**src/rtl/adder_tree_pkg.sv**
```systemverilog
// Shared definitions for the adder-tree datapath: default geometry, derived widths,
// a constant clog2 helper and the sequencer state encoding.
package adder_tree_pkg;

    function automatic int clog2(input int value);
        int v;
        int r;
        v = value - 1;
        r = 0;
        while (v > 0) begin
            v = v >>> 1;
            r = r + 1;
        end
        return r;
    endfunction

    localparam int DEF_N         = 16;
    localparam int DEF_K         = 8;
    localparam int DEF_TREE_LAT  = 6;
    localparam int DEF_MAX_BEATS = 255;

    localparam int SUM_W  = DEF_K + clog2(DEF_N);
    localparam int BEAT_W = clog2(DEF_MAX_BEATS + 1);
    localparam int ACC_W  = SUM_W + BEAT_W;

    typedef enum logic [1:0] {
        IDLE  = 2'd0,
        FEED  = 2'd1,
        DRAIN = 2'd2,
        RESP  = 2'd3
    } state_t;

endpackage

```
**src/rtl/valid_delay_line.sv**
```systemverilog
// Shift register that tags beats in flight through the tree so the accumulator
// knows which tree outputs are real sums and which are bubbles.
module valid_delay_line #(
    parameter int DEPTH = 6
) (
    input  logic clk,
    input  logic rstn,
    input  logic clr,
    input  logic in_valid,
    output logic out_valid,
    output logic any_busy
);

    logic [DEPTH-1:0] tag_r;

    // Shift one tag per cycle; a clear drops every tag so aborted beats never surface.
    always_ff @(posedge clk or negedge rstn) begin
        if (!rstn) begin
            tag_r <= {DEPTH{1'b0}};
        end else if (clr) begin
            tag_r <= {DEPTH{1'b0}};
        end else begin
            tag_r <= (tag_r << 1) | {{(DEPTH-1){1'b0}}, in_valid};
        end
    end

    assign out_valid = tag_r[DEPTH-1];
    assign any_busy  = |tag_r;

endmodule

```
**src/rtl/adder_tree_accum_ctrl.sv**
```systemverilog
// Job sequencer for the pipelined adder tree: streams beats into the tree, tracks them
// with a latency-matched delay line and accumulates the tree sums into one total per job.
module adder_tree_accum_ctrl
    import adder_tree_pkg::*;
#(
    parameter int  N          = DEF_N,
    parameter int  K          = DEF_K,
    parameter int  TREE_LAT   = DEF_TREE_LAT,
    parameter int  MAX_BEATS  = DEF_MAX_BEATS,
    localparam int SUM_BITS   = K + clog2(N),
    localparam int BEAT_BITS  = clog2(MAX_BEATS + 1),
    localparam int ACC_BITS   = SUM_BITS + BEAT_BITS
) (
    input  logic                 clk,
    input  logic                 rstn,
    input  logic                 abort,
    input  logic                 cmd_valid,
    output logic                 cmd_ready,
    input  logic [BEAT_BITS-1:0] cmd_beats,
    input  logic                 s_valid,
    output logic                 s_ready,
    input  logic [N*K-1:0]       s_data,
    output logic                 tree_in_valid,
    output logic [N*K-1:0]       tree_in_flat,
    input  logic [SUM_BITS-1:0]  tree_sum,
    output logic                 res_valid,
    input  logic                 res_ready,
    output logic [ACC_BITS-1:0]  res_sum
);

    state_t               state_r;
    logic [ACC_BITS-1:0]  acc_r;
    logic [BEAT_BITS-1:0] beat_cnt_r;
    logic                 fire_s;
    logic                 dl_out_s;
    logic                 dl_busy_s;

    assign cmd_ready     = (state_r == IDLE) && !abort;
    assign s_ready       = (state_r == FEED) && !abort;
    assign fire_s        = s_valid && s_ready;
    assign tree_in_valid = fire_s;
    assign tree_in_flat  = s_data;
    assign res_valid     = (state_r == RESP);
    assign res_sum       = acc_r;

    valid_delay_line #(
        .DEPTH (TREE_LAT)
    ) u_delay (
        .clk       (clk),
        .rstn      (rstn),
        .clr       (abort),
        .in_valid  (fire_s),
        .out_valid (dl_out_s),
        .any_busy  (dl_busy_s)
    );

    // Controller FSM, beat counter and accumulator; abort wins over everything else.
    always_ff @(posedge clk or negedge rstn) begin
        if (!rstn) begin
            state_r    <= IDLE;
            acc_r      <= {ACC_BITS{1'b0}};
            beat_cnt_r <= {BEAT_BITS{1'b0}};
        end else if (abort) begin
            state_r    <= IDLE;
            acc_r      <= {ACC_BITS{1'b0}};
            beat_cnt_r <= {BEAT_BITS{1'b0}};
        end else begin
            if (dl_out_s) begin
                acc_r <= acc_r + {{(ACC_BITS-SUM_BITS){1'b0}}, tree_sum};
            end
            case (state_r)
                IDLE: begin
                    if (cmd_valid) begin
                        acc_r      <= {ACC_BITS{1'b0}};
                        beat_cnt_r <= cmd_beats;
                        state_r    <= (cmd_beats == {BEAT_BITS{1'b0}}) ? RESP : FEED;
                    end
                end
                FEED: begin
                    if (fire_s) begin
                        beat_cnt_r <= beat_cnt_r - {{(BEAT_BITS-1){1'b0}}, 1'b1};
                        if (beat_cnt_r == {{(BEAT_BITS-1){1'b0}}, 1'b1}) begin
                            state_r <= DRAIN;
                        end
                    end
                end
                DRAIN: begin
                    if (!dl_busy_s) begin
                        state_r <= RESP;
                    end
                end
                RESP: begin
                    if (res_ready) begin
                        state_r <= IDLE;
                    end
                end
                default: begin
                    state_r <= IDLE;
                end
            endcase
        end
    end

endmodule

```
**config.mk**
```make
export PLATFORM = sky130hd
export DESIGN_NAME = adder_tree_accum_ctrl
export DESIGN_NICKNAME = d
export VERILOG_FILES = /design/src/rtl/adder_tree_pkg.sv /design/src/rtl/valid_delay_line.sv /design/src/rtl/adder_tree_accum_ctrl.sv
export SDC_FILE = /design/constraint.sdc
export NUM_CORES = 1
export LEC_CHECK = 0
export BUFFER_PORTS_ARGS = -buffer_cell sky130_fd_sc_hd__buf_2
export CAP_MARGIN = 20
export CORE_AREA = 2 2 119 121
export DETAILED_ROUTE_END_ITERATION = 12
export DIE_AREA = 0 0 121 123
export GPL_TIMING_DRIVEN = 0
export PLACE_DENSITY_LB_ADDON = 0.1
export RECOVER_POWER = 100
export SLEW_MARGIN = 15
export SYNTH_ARGS = -nofsm -noshare
export SYNTH_HDL_FRONTEND = slang
export SYNTH_SLANG_ARGS = --single-unit
```
**constraint.sdc**
```tcl
create_clock -name clk -period 5.7 [get_ports clk]
set_input_delay 0.57 -clock clk [delete_from_list [all_inputs] [get_ports clk]]
set_output_delay 0.57 -clock clk [all_outputs]
set_load 0.005 [all_outputs]
```
==> results list, run 1 <==
- Total wire length: ~9 mm
* PwrDens: about 220 nW/um^2
- Cell family contributing the most delay on the critical path: buffers and inverters
* Routed Antenna Nets: 0
* Global-route wire length before repair: roughly 14 mm
* Arrival time of the worst setup path: around 2700 ps
- Clock share of power: 0.272
- Result of the run: complete, but fails checks
- Actual transition at the worst max-transition pin: 2120 ps
- Post-synth top flop: sky130_fd_sc_hd__dfrtp_1
- Along the worst path, the maximum fanout reaches 10.
- Count of endpoints failing hold in the final timing report: 0
- Summed over all nets, the switching power comes to around 0.36 mW.
- For this configuration, the core starts out at a cell density of 0.256.
- The multi-input combinational cells in the finished layout cover a total of 1470 sq um.
- Fraction of power consumed by sequential logic: 0.314
- Clk slew on worst S/H paths: roughly 60 ps
- The largest single stage delay on the critical path is roughly 430 ps.
- The synthesized design contains 0 enable-type register cells.
- The die covers roughly 15,000 sq um.
- Ratio of cells with drive above 1 in the final layout: 0.449
* Maximum number of buffers from clock root to sink: 2
* Worst clock skew: 5.15 ps
* Post-synthesis average cell area: between 8 and 9 sq um
- Setup CP Type: reg -> reg
* CTS root buffer: sky130_fd_sc_hd__clkbuf_16
* RSZ-0062 raised after global routing: no
- 0 antenna diodes ended up in the layout.
- Switching part of the total power: 0.353
* TritonCTS clock tree: yes
- STA classifies the critical path startpoint as a register.
- Counting the fill cells in the layout gives between 1,000 and 1,500.
- Combinational group share of total power: 0.414
- Row count: between 40 and 50
* Global placer's final weighted congestion: around 0.78
- For this run, the number of Yosys warnings is 0.
- Hold bufs inserted after CTS: 0
- Number of ports placed on the die boundary: about 310
- Flop-to-flop setup slack: around 3200 ps
* Core region area: about 14,000 sq um
* Via count of the first global-routing pass: around 2,800
- The tool flagged a number of max-cap violations equal to 1.
- Number of vias per cell: roughly 4
- Counting both buffers and inverters, the worst setup path holds a total of 3.
- The die is 123 um tall.
- Number of failing setup endpoints in the final timing report: 0
- Synthesis handed over a netlist of slightly above 400 instances.
* Final number of max-transition violations: 37
* Critical path endpoint category: register
- After global routing the overflow that remains totals 0.
- For this design, the sink count on the clock tree is 36.
- At the end of the flow, the number of nets in the layout was 762.
* Number of clock buffers inserted by TritonCTS: 5
* Required time at the endpoint of the critical path: slightly below 6000 ps
* Hold Crit Class: reg -> reg
* Maximum VDD drop: around 0.15 mV
- Entering global routing, the biggest net connects 37 pins.
- Of all flip-flops after synthesis, the portion carrying an async set or reset was 1.00.
- Final period util: 0.442
* Post-synthesis to final-layout area growth: 32.5%
- Clock latency on the worst-skew pair, taken at its later pin, is ~280 ps.
* Highest attainable clock frequency: 396 MHz
- Portion of the post-synthesis area used by sequential elements: 0.259
- H-tree depth: 2
- For this run, design rule violations remaining after detail routing come to 0.
- After synthesis the netlist holds a flip-flop and latch count of 36.
* Shortest clock period the worst path allows after layout: between 2000 and 3000 ps
- HPWL after detailed placement: around 7.4 mm
- The detailed router finished its first iteration with approximately 60 violations.
- Post-Syn Nets: ~580
- In this run the tool buffered the top-level ports with between 150 and 200 buffer cells.
- The die is ~120 um wide.
* Detailed Routing Iterations Pass 1: 4
* CP max stage cell: sky130_fd_sc_hd__clkbuf_1
- Setup Total Neg Slack: 0 ps
* Internal power: 0.667 mW
- Post-cts repair resize count: 0
- Failing checks: capacitance limit, slew limit
- In the global route stage, overall resource usage came out at 0.112.
* Cell-by-cell trace of the critical path: inv_1 -> ha_1 -> or2_2 -> a31oi_1 -> clkbuf_1 -> clkbuf_1 -> o221ai_1
* Count of distinct cell types in the synthesized netlist: between 50 and 60
- Sequential cell area: roughly 900 sq um
- The routed layout has roughly 3,200 vias.
* Number of post-CTS setup repair buffers: 0
- In the final routed layout, each cell accounts on average for between 10 and 15 um.
- Overall power consumption: ~1.0 mW
- For this design the static power due to leakage is 2.33 nW.
- The initial antenna violation count came to 0.
* Netlist area before placement: about 3500 sq um
- The cell that appears most often on the critical path is sky130_fd_sc_hd__clkbuf_1.
- Headroom to the max-slew limit came out at -0.414.
## through the flow
step | cell area, sq um | setup slack (ps) | hold WS (ps) | instances | utilization
2_1_floorplan | 3480 | 3500 | 274 | 406 | -
3_3_place_gp | 4590 | 3180 | 481 | 762 | 0.337
4_1_cts | 4740 | 3450 | 455 | 770 | 0.348
6_report | 4610 | 3180 | 487 | 770 | 0.339
3_5_place_dp | 4590 | 3200 | 478 | 762 | 0.337
5_1_grt | 4610 | 2910 | 516 | 770 | 0.339
## cell usage after synthesis (3+ instances only)
library cell,count,area share
sky130_fd_sc_hd__o21ai_0,4,0.0057
sky130_fd_sc_hd__clkbuf_1,6,0.0065
sky130_fd_sc_hd__and2_1,3,0.0054
sky130_fd_sc_hd__nand4_1,3,0.0054
sky130_fd_sc_hd__dfrtp_1,36,0.26
sky130_fd_sc_hd__nand4_2,3,0.011
sky130_fd_sc_hd__nor3_1,5,0.0072
sky130_fd_sc_hd__nor2_1,30,0.032
sky130_fd_sc_hd__a211oi_1,8,0.017
sky130_fd_sc_hd__nor3b_1,4,0.0086
sky130_fd_sc_hd__nand3_1,3,0.0043
sky130_fd_sc_hd__inv_1,8,0.0086
sky130_fd_sc_hd__xnor2_1,12,0.030
sky130_fd_sc_hd__nor2b_1,7,0.013
sky130_fd_sc_hd__nand2_1,25,0.027
sky130_fd_sc_hd__a31oi_1,3,0.0054
sky130_fd_sc_hd__mux2i_1,8,0.023
sky130_fd_sc_hd__xor2_1,4,0.010
sky130_fd_sc_hd__ha_1,18,0.065
sky130_fd_sc_hd__a21o_1,7,0.015
sky130_fd_sc_hd__o21ai_1,15,0.022
sky130_fd_sc_hd__buf_4,133,0.29
sky130_fd_sc_hd__a21oi_1,17,0.024
sky130_fd_sc_hd__nand2b_1,6,0.011
## cells by family (layout without fill, tap and decap cells)
family / after synthesis / count (layout) / synth area share
flops: 36 / 36 / 0.259
mux: 8 / 8 / 0.0230
simple gates: 102 / 102 / 0.153
compound gates: 75 / 75 / 0.147
fa+ha+maj: 19 / 19 / 0.0704
xor+xnor: 16 / 16 / 0.0402
buf+inv: 150 / 334 / 0.308
## state kept, by name, summed over array words and instances, names as in the netlist
register       flops
res_sum           20
u_delay.tag_r      6
state_r            2
beat_cnt_r         8
## cell type report
type,count,share of cell area
repair buffers,176,0.174
multi-input cells,220,0.319
clock inverters,2,0.00217
inverters,8,0.00651
flip-flops and latches,36,0.195
clock buffers,6,0.0301
plain buffers,142,0.224
well taps,180,0.0488
## per-layer routing
metal,GRT usage,wire [um]
met4,0.0153,20
met5,0,0
met1,0.147,3810
met3,0.0212,691
met2,0.197,4500
## cells in the final DEF (no fill, tap or decap), types with 7 or more instances in the layout
| master | n |
|---|---|
| sky130_fd_sc_hd__mux2i_1 | 8 |
| sky130_fd_sc_hd__nor2_1 | 30 |
| sky130_fd_sc_hd__dfrtp_1 | 36 |
| sky130_fd_sc_hd__buf_2 | 115 |
| sky130_fd_sc_hd__buf_4 | 52 |
| sky130_fd_sc_hd__clkbuf_1 | 70 |
| sky130_fd_sc_hd__o21ai_1 | 7 |
| sky130_fd_sc_hd__inv_1 | 8 |
| sky130_fd_sc_hd__ha_1 | 18 |
| sky130_fd_sc_hd__nand2_1 | 25 |
| sky130_fd_sc_hd__a21oi_1 | 17 |
| sky130_fd_sc_hd__xnor2_1 | 12 |
| sky130_fd_sc_hd__a21o_1 | 7 |
| sky130_fd_sc_hd__nor2b_1 | 7 |
| sky130_fd_sc_hd__clkbuf_4 | 79 |
| sky130_fd_sc_hd__a211oi_1 | 10 |
| sky130_fd_sc_hd__o21ai_0 | 13 |
## power groups by stage
stage | Clock (mW) | Combinational, mW | Sequential (mW)
final | 0.280 | 0.427 | 0.324
after global routing | 0.303 | 0.492 | 0.333
after CTS | 0.293 | 0.452 | 0.324
after detailed placement | 0 | 0.451 | 0.327
after global placement | 0 | 0.452 | 0.328
after floorplan | 0 | 0.324 | 0.319
## final timing paths
| check | start | to | depth (start not counted) |
|---|---|---|---|
| worst min-delay path | u_delay.tag_r[3]$_DFF_PN0_ | u_delay.tag_r[4]$_DFF_PN0_ | 1 |
| worst max register to register | state_r[0]$_DFFE_PN0P_ | beat_cnt_r[7]$_DFFE_PN0P_ | 7 |
| max in group asynchronous | rstn | state_r[0]$_DFFE_PN0P_ | 1 |
| min in group asynchronous | rstn | res_sum[4]$_DFF_PN0_ | 1 |
| worst max-delay path | state_r[0]$_DFFE_PN0P_ | beat_cnt_r[7]$_DFFE_PN0P_ | 7 |
| worst min register to register | u_delay.tag_r[3]$_DFF_PN0_ | u_delay.tag_r[4]$_DFF_PN0_ | 1 |
No activity file was read; power rests on OpenSTA's default activity.
==> run 2, diff against run 1 <==
--- a/config.mk
+++ b/config.mk
@@ -7,9 +7,9 @@
 export LEC_CHECK = 0
 export BUFFER_PORTS_ARGS = -buffer_cell sky130_fd_sc_hd__buf_2
 export CAP_MARGIN = 20
-export CORE_AREA = 2 2 119 121
+export CORE_AREA = 2 2 120 122
 export DETAILED_ROUTE_END_ITERATION = 12
-export DIE_AREA = 0 0 121 123
+export DIE_AREA = 0 0 122 124
 export GPL_TIMING_DRIVEN = 0
 export PLACE_DENSITY_LB_ADDON = 0.1
 export RECOVER_POWER = 100
==> constraint.sdc (replaced) <==
create_clock -name clk -period 2.5 [get_ports clk]
set_input_delay 0.25 -clock clk [delete_from_list [all_inputs] [get_ports clk]]
set_output_delay 0.25 -clock clk [all_outputs]
set_load 0.005 [all_outputs]
==> results list, run 2 (same netlist as run 1, synthesis figures left out) <==
* Cell-by-cell trace of the critical path: ha_1 -> fa_1 -> a211oi_1 -> nor3_1 -> o21bai_2 -> a21boi_1 -> a31oi_1 -> a41o_1
- H-tree depth: 2
- Setup Total Neg Slack: 0 ps
- Setup violations remaining at the end of the flow were counted as 0.
* Global-route wire length before repair: between 10 and 15 mm
* Maximum number of pins on one net before global-route repair: 37
- Maximum VDD drop: approximately 0.28 mV
- Setup CP Type: reg -> reg
- Dividing the final minimum period by the clock period gives 0.907.
* Most frequent cells in the layout: sky130_fd_sc_hd__buf_2 (108), sky130_fd_sc_hd__clkbuf_1 (78), sky130_fd_sc_hd__clkbuf_4 (70)
- Overall power consumption: about 2.4 mW
- DRC violations left: 0
- The routed layout has roughly 3,200 vias.
- The register with the most flip-flops in the layout has 20 of them.
- Metal3 WL: roughly 700 um
- ANT cells: 0
* Switching part of the total power: 0.356
- Along the worst hold path, the cell count comes to 3.
* Count of port buffers added during placement: roughly 180
- Dividing total power by cell area gives a power density of just over 500 nW/um^2.
- Clock share of power: 0.272
- The number of placed instances, taps included, is roughly 760.
- The tree is rooted in a sky130_fd_sc_hd__clkbuf_16.
- Critical path endpoint category: register
- Switching power: 0.845 mW
- Across every metal layer, demand over resource in global routing totals 0.114.
- Required time at the endpoint of the critical path: ~2700 ps
- After detailed routing, the number of vias per cell comes to around 4.2.
- Post-synthesis to final-layout area growth: 32.8%
* Hold bufs inserted after CTS: 0
- Once layout is complete, the utilization of the core stands at 0.337.
- DRT met1 WL: ~3.9 mm
* Clock latency on the worst-skew pair: roughly 290 ps
* DR iter-0 viols: between 100 and 150
- Count of endpoints failing hold in the final timing report: 0
- Met2 routed WL: ~4.7 mm
- Post-CTS repair changed the size of 0 cells.
- Of the total power, registers draw 0.311.
- For this run the aggregate overflow at the end of global routing stands at 0.
* Capturing point of the worst reg2reg path: res_sum[16]$_DFF_PN0_
- Top sig layer: met4
* HPWL after detailed placement: 7.67 mm
- Flop-to-flop setup slack: 230 ps
- Number of ports placed on the die boundary: 306
* Delay of the slowest critical-path stage: about 440 ps
* Die Area: ~15,000 sq um
* Clk slew on worst S/H paths: roughly 50 ps
* Row count: 43
- RSZ-0062 raised after global routing: no
- Number of clock buffers inserted by TritonCTS: 5
- In this run the static leakage power is 2.31 nW.
* Final number of max-transition violations: 37
* Number of fillers in the final layout: 1,504
- The internal power of the cells totals 1.53 mW.
- The largest individual stage delay along the critical path comes from the cell sky130_fd_sc_hd__fa_1.
- Hold Crit Class: in -> reg
- Measured against its own limit, the worst slew margin works out to -0.441.
- Global placer's final weighted congestion: ~0.78
* Antenna violations before repair: 0
* Crit Reg-Reg Startpoint: res_sum[0]$_DFF_PN0_
- The worst register-to-register path has a depth of 8.
* Final instance count without filler cells: 770
- The worst hold path begins at cmd_beats[0].
- On the final layout, the worst clock skew is ~7 ps.
- Number of post-CTS setup repair buffers: 0
- The floorplan step defined a core boundary enclosing between 10,000 and 15,000 sq um.
* Total wire length: between 9 and 10 mm
* Shortest clock period the worst path allows after layout: between 2000 and 2500 ps
- Routed Antenna Nets: 0
- Based on the critical path, the design can be clocked at up to about 440 MHz.
- Of the cells placed in the final design, the portion with a size suffix greater than 1 is 0.441.
- Data arrives at the worst endpoint at between 2000 and 2500 ps.
- The number of global-route vias before repair was between 2,000 and 3,000.
- For the pin with the worst max-slew slack, the measured transition is 2160 ps.
* Result of the run: complete, but fails checks
- Dividing the detail-routed wire length by the instance count gives ~12 um.
- The path with the worst hold slack has its endpoint at beat_cnt_r[0]$_DFFE_PN0P_.
* TritonCTS clock tree: yes
- For this configuration, the core starts out at a cell density of 0.254.
- Maximum number of buffers from clock root to sink: 2
- Crit-path max FO: 3
* Floorplan die height: roughly 120 um
- Floorplan die width: around 120 um
* Nature of the critical path startpoint: register
* Failing checks: capacitance limit, slew limit
- Combinational group share of total power: 0.417
* Detailed Routing Iterations Pass 1: 4
- Maximum Capacitance Violations: 1
* Number of sinks handled by clock tree synthesis: 36
* Layout net count: about 760
- The library cell used most frequently in the layout, excluding fill and tap cells, is sky130_fd_sc_hd__buf_2.
[run 2: cell type report]
class / instances / area, sq um / area share
buffer: 142 / 1040 / 0.225
clock buffer: 8 / 146 / 0.0317
inverter: 8 / 30.0 / 0.00649
multi-input combinational: 220 / 1490 / 0.322
sequential: 36 / 901 / 0.195
tap: 180 / 225 / 0.0487
timing repair buffer: 176 / 793 / 0.172
[run 2: metal layers]
metal,up-vias,global-route usage
met5,-,0
met4,0,0.0259
met3,8,0.0229
met2,140,0.198
met1,1454,0.148
li1,1611,-
[run 2: critical path, delay by kind of cell (launching register included)]
kind	cells	cell delay, ps
simple gates	1	150
compound gates	5	980
flops	1	390
fa+ha+maj	2	670
[run 2: through the flow]
stage / setup WS (ps) / hold WS, ps / cell area (sq um)
after global placement: 274 / 433 / 4590
after CTS: 286 / 140 / 4730
final: 233 / 212 / 4620
after global routing: 57.6 / 212 / 4620
after floorplan: 480 / -45.6 / 3480
after detailed placement: 307 / 437 / 4590
[run 2: worst max path at each step]
stage,from,end,cells past startpoint,slack (ps)
after global placement,res_sum[0]$_DFF_PN0_,res_sum[10]$_DFF_PN0_,8,270
after CTS,state_r[0]$_DFFE_PN0P_,res_sum[15]$_DFF_PN0_,6,290
after detailed placement,state_r[0]$_DFFE_PN0P_,res_sum[3]$_DFF_PN0_,6,310
after floorplan,res_sum[0]$_DFF_PN0_,res_sum[6]$_DFF_PN0_,8,480
after global routing,state_r[0]$_DFFE_PN0P_,beat_cnt_r[2]$_DFFE_PN0P_,8,60
final,res_sum[0]$_DFF_PN0_,res_sum[16]$_DFF_PN0_,8,230
[run 2: power by group through the flow]
stage | Sequential, mW | Clock (mW) | Combinational [mW]
after global routing | 0.754 | 0.688 | 1.14
after detailed placement | 0.747 | 0 | 1.03
final | 0.739 | 0.646 | 0.992
after global placement | 0.747 | 0 | 1.03
after CTS | 0.738 | 0.665 | 1.04
after floorplan | 0.728 | 0 | 0.738
